`src/rtl/tt_um_secd_8_seq_div_if.sv`:
```
// Tiny Tapeout pin bundle for the sequential divider tile.
//   ena     : tile enable (ignored by the divider)
//   ui_in   : dividend
//   uio_in  : [3:0] divisor, [4] start, [5] result view select
//   uo_out  : quotient, or {dz,3'b0,remainder} when select is high
//   uio_out : [6] busy, [7] done
//   uio_oe  : bidirectional output enables
// master = pad/host side, slave = divider side.
interface tt_um_secd_8_seq_div_if;
  logic       ena;
  logic [7:0] ui_in;
  logic [7:0] uio_in;
  logic [7:0] uo_out;
  logic [7:0] uio_out;
  logic [7:0] uio_oe;

  modport master (
    output ena, ui_in, uio_in,
    input  uo_out, uio_out, uio_oe
  );

  modport slave (
    input  ena, ui_in, uio_in,
    output uo_out, uio_out, uio_oe
  );
endinterface

```
`src/rtl/tt_um_secd_8_seq_div.sv`:
```
// Sequential restoring divider tile: DW-bit unsigned dividend / VW-bit unsigned
// divisor, one quotient bit per clock, MSB first.
// Top ports (Tiny Tapeout pinout):
//   clk, rst_n (async active-low), ena (ignored)
//   ui_in   : dividend
//   uio_in  : [3:0] divisor, [4] start (synchronised, rising-edge), [5] sel
//   uo_out  : sel=0 quotient, sel=1 {dz,3'b0,remainder}
//   uio_out : [6] busy, [7] done;  uio_oe : 8'hC0
// The core talks to the pins through tt_um_secd_8_seq_div_if.

module tt_um_secd_8_seq_div_core #(
  parameter int DW = 8,
  parameter int VW = 4
) (
  input  logic                    clk,
  input  logic                    rst_n,
  tt_um_secd_8_seq_div_if.slave   bus
);
  localparam int CW = (DW > 1) ? $clog2(DW) : 1;

  typedef enum logic [1:0] {
    IDLE = 2'd0,
    RUN  = 2'd1,
    DONE = 2'd2
  } state_t;

  state_t          r_state, w_state_n;
  logic            r_start_m, r_start_s, r_start_q;
  logic [DW-1:0]   r_dvd, w_dvd_n;
  logic [VW-1:0]   r_dvs, w_dvs_n;
  logic [DW-1:0]   r_q, w_q_n;
  logic [VW-1:0]   r_rem, w_rem_n;
  logic            r_dz, w_dz_n;
  logic            r_busy, w_busy_n;
  logic            r_done, w_done_n;
  logic [CW-1:0]   r_cnt, w_cnt_n;

  logic            w_start_edge;
  logic [VW:0]     w_rem5;
  logic [VW:0]     w_diff;
  logic            w_unused;

  assign w_start_edge = r_start_s & ~r_start_q;
  // Partial remainder never exceeds 2*divisor-1, so VW+1 bits cannot overflow
  // and the top bit of the difference is always 0 when it is used.
  assign w_rem5       = {r_rem, r_dvd[DW-1]};
  assign w_diff       = w_rem5 - {1'b0, r_dvs};
  assign w_unused     = &{1'b0, bus.ena, bus.uio_in[7:6], w_diff[VW]};

  always_ff @(posedge clk or negedge rst_n) begin
    if (!rst_n) begin
      r_state   <= IDLE;
      r_start_m <= 1'b0;
      r_start_s <= 1'b0;
      r_start_q <= 1'b0;
      r_dvd     <= '0;
      r_dvs     <= '0;
      r_q       <= '0;
      r_rem     <= '0;
      r_dz      <= 1'b0;
      r_busy    <= 1'b0;
      r_done    <= 1'b0;
      r_cnt     <= '0;
    end else begin
      r_state   <= w_state_n;
      r_start_m <= bus.uio_in[4];
      r_start_s <= r_start_m;
      r_start_q <= r_start_s;
      r_dvd     <= w_dvd_n;
      r_dvs     <= w_dvs_n;
      r_q       <= w_q_n;
      r_rem     <= w_rem_n;
      r_dz      <= w_dz_n;
      r_busy    <= w_busy_n;
      r_done    <= w_done_n;
      r_cnt     <= w_cnt_n;
    end
  end

  always_comb begin
    w_state_n = r_state;
    w_dvd_n   = r_dvd;
    w_dvs_n   = r_dvs;
    w_q_n     = r_q;
    w_rem_n   = r_rem;
    w_dz_n    = r_dz;
    w_busy_n  = r_busy;
    w_done_n  = r_done;
    w_cnt_n   = r_cnt;

    unique case (r_state)
      IDLE, DONE: begin
        if (w_start_edge) begin
          w_dvd_n   = bus.ui_in[DW-1:0];
          w_dvs_n   = bus.uio_in[VW-1:0];
          w_q_n     = '0;
          w_rem_n   = '0;
          w_dz_n    = 1'b0;
          w_busy_n  = 1'b1;
          w_done_n  = 1'b0;
          w_cnt_n   = CW'(DW - 1);
          w_state_n = RUN;
        end
      end
      RUN: begin
        // A zero divisor skips the datapath but still burns DW cycles so the
        // handshake timing is identical to a normal divide.
        if (r_dvs != '0) begin
          w_dvd_n = r_dvd << 1;
          if (w_rem5 >= {1'b0, r_dvs}) begin
            w_rem_n = w_diff[VW-1:0];
            w_q_n   = {r_q[DW-2:0], 1'b1};
          end else begin
            w_rem_n = w_rem5[VW-1:0];
            w_q_n   = {r_q[DW-2:0], 1'b0};
          end
        end
        if (r_cnt == '0) begin
          w_state_n = DONE;
          w_busy_n  = 1'b0;
          w_done_n  = 1'b1;
          if (r_dvs == '0) begin
            w_q_n   = '1;
            w_rem_n = '1;
            w_dz_n  = 1'b1;
          end
        end else begin
          w_cnt_n = r_cnt - 1'b1;
        end
      end
      default: w_state_n = IDLE;
    endcase
  end

  assign bus.uo_out  = bus.uio_in[5] ? {r_dz, {(8 - 1 - VW){1'b0}}, r_rem} : r_q;
  assign bus.uio_out = {r_done, r_busy, 6'b00_0000};
  assign bus.uio_oe  = 8'b1100_0000;
endmodule

module tt_um_secd_8_seq_div (
  input  logic       clk,
  input  logic       rst_n,
  input  logic       ena,
  input  logic [7:0] ui_in,
  input  logic [7:0] uio_in,
  output logic [7:0] uo_out,
  output logic [7:0] uio_out,
  output logic [7:0] uio_oe
);
  tt_um_secd_8_seq_div_if w_bus ();

  assign w_bus.ena    = ena;
  assign w_bus.ui_in  = ui_in;
  assign w_bus.uio_in = uio_in;
  assign uo_out       = w_bus.uo_out;
  assign uio_out      = w_bus.uio_out;
  assign uio_oe       = w_bus.uio_oe;

  tt_um_secd_8_seq_div_core #(
    .DW (8),
    .VW (4)
  ) u_core (
    .clk   (clk),
    .rst_n (rst_n),
    .bus   (w_bus.slave)
  );
endmodule

```
`config.mk`:
```
export PLATFORM = sky130hd
export DESIGN_NAME = tt_um_secd_8_seq_div
export DESIGN_NICKNAME = d
export VERILOG_FILES = /design/src/rtl/tt_um_secd_8_seq_div_if.sv /design/src/rtl/tt_um_secd_8_seq_div.sv
export SDC_FILE = /design/constraint.sdc
export NUM_CORES = 1
export LEC_CHECK = 0
export BUFFER_PORTS_ARGS = -buffer_cell sky130_fd_sc_hd__buf_4
export CORE_MARGIN = 3
export CORE_UTILIZATION = 35
export CTS_BUF_LIST = sky130_fd_sc_hd__clkbuf_8
export CTS_CLUSTER_SIZE = 25
export DETAILED_ROUTE_END_ITERATION = 10
export PLACE_DENSITY = 0.66
export SETUP_SLACK_MARGIN = 0.1
export SLEW_MARGIN = 0
export SYNTH_ARGS = -nofsm -noshare
export SYNTH_HDL_FRONTEND = slang
export SYNTH_SLANG_ARGS = --single-unit
```
`constraint.sdc`:
```
create_clock -name clk -period 2.3 [get_ports clk]
set_input_delay 0 -clock clk [delete_from_list [all_inputs] [get_ports clk]]
set_output_delay 0 -clock clk [all_outputs]
set_load 0.02 [all_outputs]
```
==> flow_metrics.env <==
export IMPL_syn_inst=203
export IMPL_antenna_found_initial=0
export IMPL_pwr_share_clk_pct=11.4
export IMPL_syn_area_per_cell_um2=9.55
export IMPL_min_path_type="primary input to flop"
export IMPL_ant_nets=0
export IMPL_p_comb_share_pct=55.4
export IMPL_reg2reg_slack_ns=0.28
export IMPL_num_io_pins=43
export IMPL_regToRegStartpoint="u_core.r_rem[1]"
export IMPL_drive_above_1_share_pct=23.4
export IMPL_path_max_fanout=8
export IMPL_port_buffers=25
export IMPL_clock_sinks=35
export IMPL_wire_per_inst_um=12.5
export IMPL_ys_ff_latch=35
export IMPL_finalClockSkew_ns=0.00560
export IMPL_cts_tree="done"
export IMPL_viasPerCell=4.69
export IMPL_layout_commonest_cell="nand2_1"
export IMPL_dieArea_mm2=0.00647
export IMPL_ys_types=45
export IMPL_period_minus_slack_ns=2.02
export IMPL_layout_common_cells="nand2_1, dfrtp_1, buf_4"
export IMPL_finalHoldViolations=0
export IMPL_period_share_pct=87.6
export IMPL_dp_hpwl_um=2710
export IMPL_gp_congestion=0.790
export IMPL_fmax_mhz=496
export IMPL_rsz0062_at_grt="no"
export IMPL_post_route_util_pct=43.6
export IMPL_path_clk_slew_ns=0.06
export IMPL_r2r_end="u_core.r_rem[0]"
export IMPL_leakage_nw=1.07
export IMPL_cts_root_buf="clkbuf_8"
export IMPL_cts_resized=0
export IMPL_p_switching_mw=1.45
export IMPL_syn_to_final_growth_pct=17.8
export IMPL_internal_power_mw=1.97
export IMPL_layout_nets=262
export IMPL_crit_required_ns=2.52
export IMPL_grt_max_degree=36
export IMPL_cts_max_path_buffers=2
export IMPL_first_global_vias=1350
export IMPL_critPathLaunchType="flop"
export IMPL_grt_usage_pct=12.7
export IMPL_cts_setup_buffers=0
export IMPL_maxCapViolations=0
export IMPL_setup_viol=0
export IMPL_cp_startpoint="u_core.r_rem[1]"
export IMPL_arrival_ns=2.24
export IMPL_drc=0
export IMPL_grt_overflow=0
export IMPL_fin_setup_tns_ns=0
export IMPL_first_iter_violations=38
export IMPL_grt_pass1_wl_um=6310
export IMPL_power_share_sequential_pct=33.2
export IMPL_htreeDepth=2
export IMPL_swShare_pct=42.3
export IMPL_core_mm2=0.00524
export IMPL_yosys_warnings=0
export IMPL_end_kind="flop"
export IMPL_ys_seq_area_share_pct=45.2
export IMPL_endpoint="u_core.r_rem[0]"
export IMPL_clkLatencyLatePin_ns=0.28
export IMPL_die_y_um=80.4
export IMPL_via_count=1429
export IMPL_netlist_area_mm2=0.00194
export IMPL_start_util_pct=37.0
export IMPL_wirelength_um=3810
export IMPL_dieWidth_um=80.4
export IMPL_peakVddDrop_mv=0.557
export IMPL_numCtsBuffers=5
export IMPL_num_rows=26
export IMPL_final_max_slew_viol_count=0
export IMPL_antenna_cells=0
export IMPL_drtPass1Iterations=4
export IMPL_p_per_area_mw_per_mm2=1500
export IMPL_status="finished, final reports clean"
export IMPL_worstSetupPathType="flop to flop"
export IMPL_worst_r2r_cell_count=6
sequential cells by signal, summed over array words and instances (netlist names):
name	count
u_core.r_busy	1
u_core.r_cnt	3
u_core.r_done	1
u_core.r_dvd	8
u_core.r_dvs	4
u_core.r_dz	1
u_core.r_q	8
u_core.r_rem	4
u_core.r_start_m	1
u_core.r_start_q	1
u_core.r_start_s	1
u_core.r_state	2
metrics by stage:
step,setup WS [ns],total power [mW],cell area [um2],hold WS [ns],instances
2_1_floorplan,0.431,2.71,1980,-0.296,215
3_3_place_gp,0.321,2.98,2090,-0.0207,287
3_5_place_dp,0.298,3.04,2090,-0.0176,287
4_1_cts,0.292,3.45,2280,0.00329,305
5_1_grt,0.111,3.76,2280,0.0115,305
6_report,0.284,3.42,2280,0.00296,305
synthesized netlist by cell type (all sizes together):
cell    instances  area, um2
or4             3       30.0
and2b           1       7.51
or2             1       6.26
nor3            4       20.0
a311o           1       10.0
a31oi           7       43.8
and2            1       6.26
xnor2           1       8.76
nand2          38        150
nor2b           4       25.0
conb            2       7.51
buf            20        168
dfrtp          35        876
o22ai           1       6.26
a211o           1       8.76
inv             8       30.0
a32o            1       10.0
fa              1       20.0
or2b            1       8.76
a21o            2       15.0
nand4           1       6.26
nand3           2       10.0
a21oi           6       41.3
o221a           7       78.8
nor2           15       56.3
ha              6       75.1
o21ai          12       60.1
nand2b          2       12.5
or3b            1       8.76
clkbuf          6       22.5
a32oi           1       8.76
clkinv          1       5.00
and3            1       6.26
nor4            1       6.26
or3             1       7.51
o21a            1       7.51
a211oi          1       12.5
mux2            5       56.3
layout make-up:
class	count	area, um2
multi-input combinational	145	883
sequential	35	876
clock inverter	1	3.75
clock buffer	5	68.8
inverter	9	35.0
fill	508	2950
timing repair buffer	40	330
tap	70	87.6
worst max-delay path, stage by stage, from the launching register on:
cell     delay (ns)
dfrtp_1        0.46
ha_1           0.38
o21ai_0        0.08
and2_0         0.26
or3_2          0.45
a32oi_1        0.23
a21o_1         0.10
worst min-delay path by stage:
stage | start | end | slack, ns | cells past startpoint
5_1_grt | ui_in[1] | u_core.r_dvd[1] | 0.01 | 3
6_report | ui_in[6] | u_core.r_dvd[6] | 0.003 | 3
2_1_floorplan | rst_n | u_core.r_busy | -0.30 | 0
4_1_cts | ui_in[6] | u_core.r_dvd[6] | 0.003 | 3
3_5_place_dp | rst_n | u_core.r_q[2] | -0.02 | 1
3_3_place_gp | rst_n | u_core.r_q[3] | -0.02 | 1
cell families (layout without fill, tap and decap cells):
logic type	after synthesis	in the layout	synth area share, %
buffers and inverters	35	55	11.6
AO/OA/AOI/OAI	41	41	15.6
other	2	14	0.387
XOR/XNOR	1	1	0.452
flip-flops	35	35	45.2
multiplexers	5	5	2.90
AND/OR/NAND/NOR	77	77	19.0
adder cells (fa/ha/maj)	7	7	4.90
metal layers:
| metal | wire, um | global-route usage [%] | vias up |
|---|---|---|---|
| met4 | 31 | 4.05 | 0 |
| met5 | 0 | 0 | - |
| met3 | 193 | 3.48 | 4 |
| met2 | 1750 | 19.9 | 31 |
| met1 | 1830 | 17.1 | 664 |
| li1 | - | - | 730 |
power by group through the flow:
stage	Sequential, mW	Clock [mW]	Combinational, mW
floorplan	1.07	0	1.64
global placement	1.13	0	1.85
detailed placement	1.14	0	1.89
CTS	1.14	0.401	1.92
global route	1.18	0.432	2.15
finish	1.14	0.389	1.89
timing repair:
item | in CTS | in global routing
endpoints found under the hold margin | 46 | 0
endpoints found under the setup margin | 0 | 0
hold buffers | 12 | 0
No activity file was read; power rests on OpenSTA's default activity.
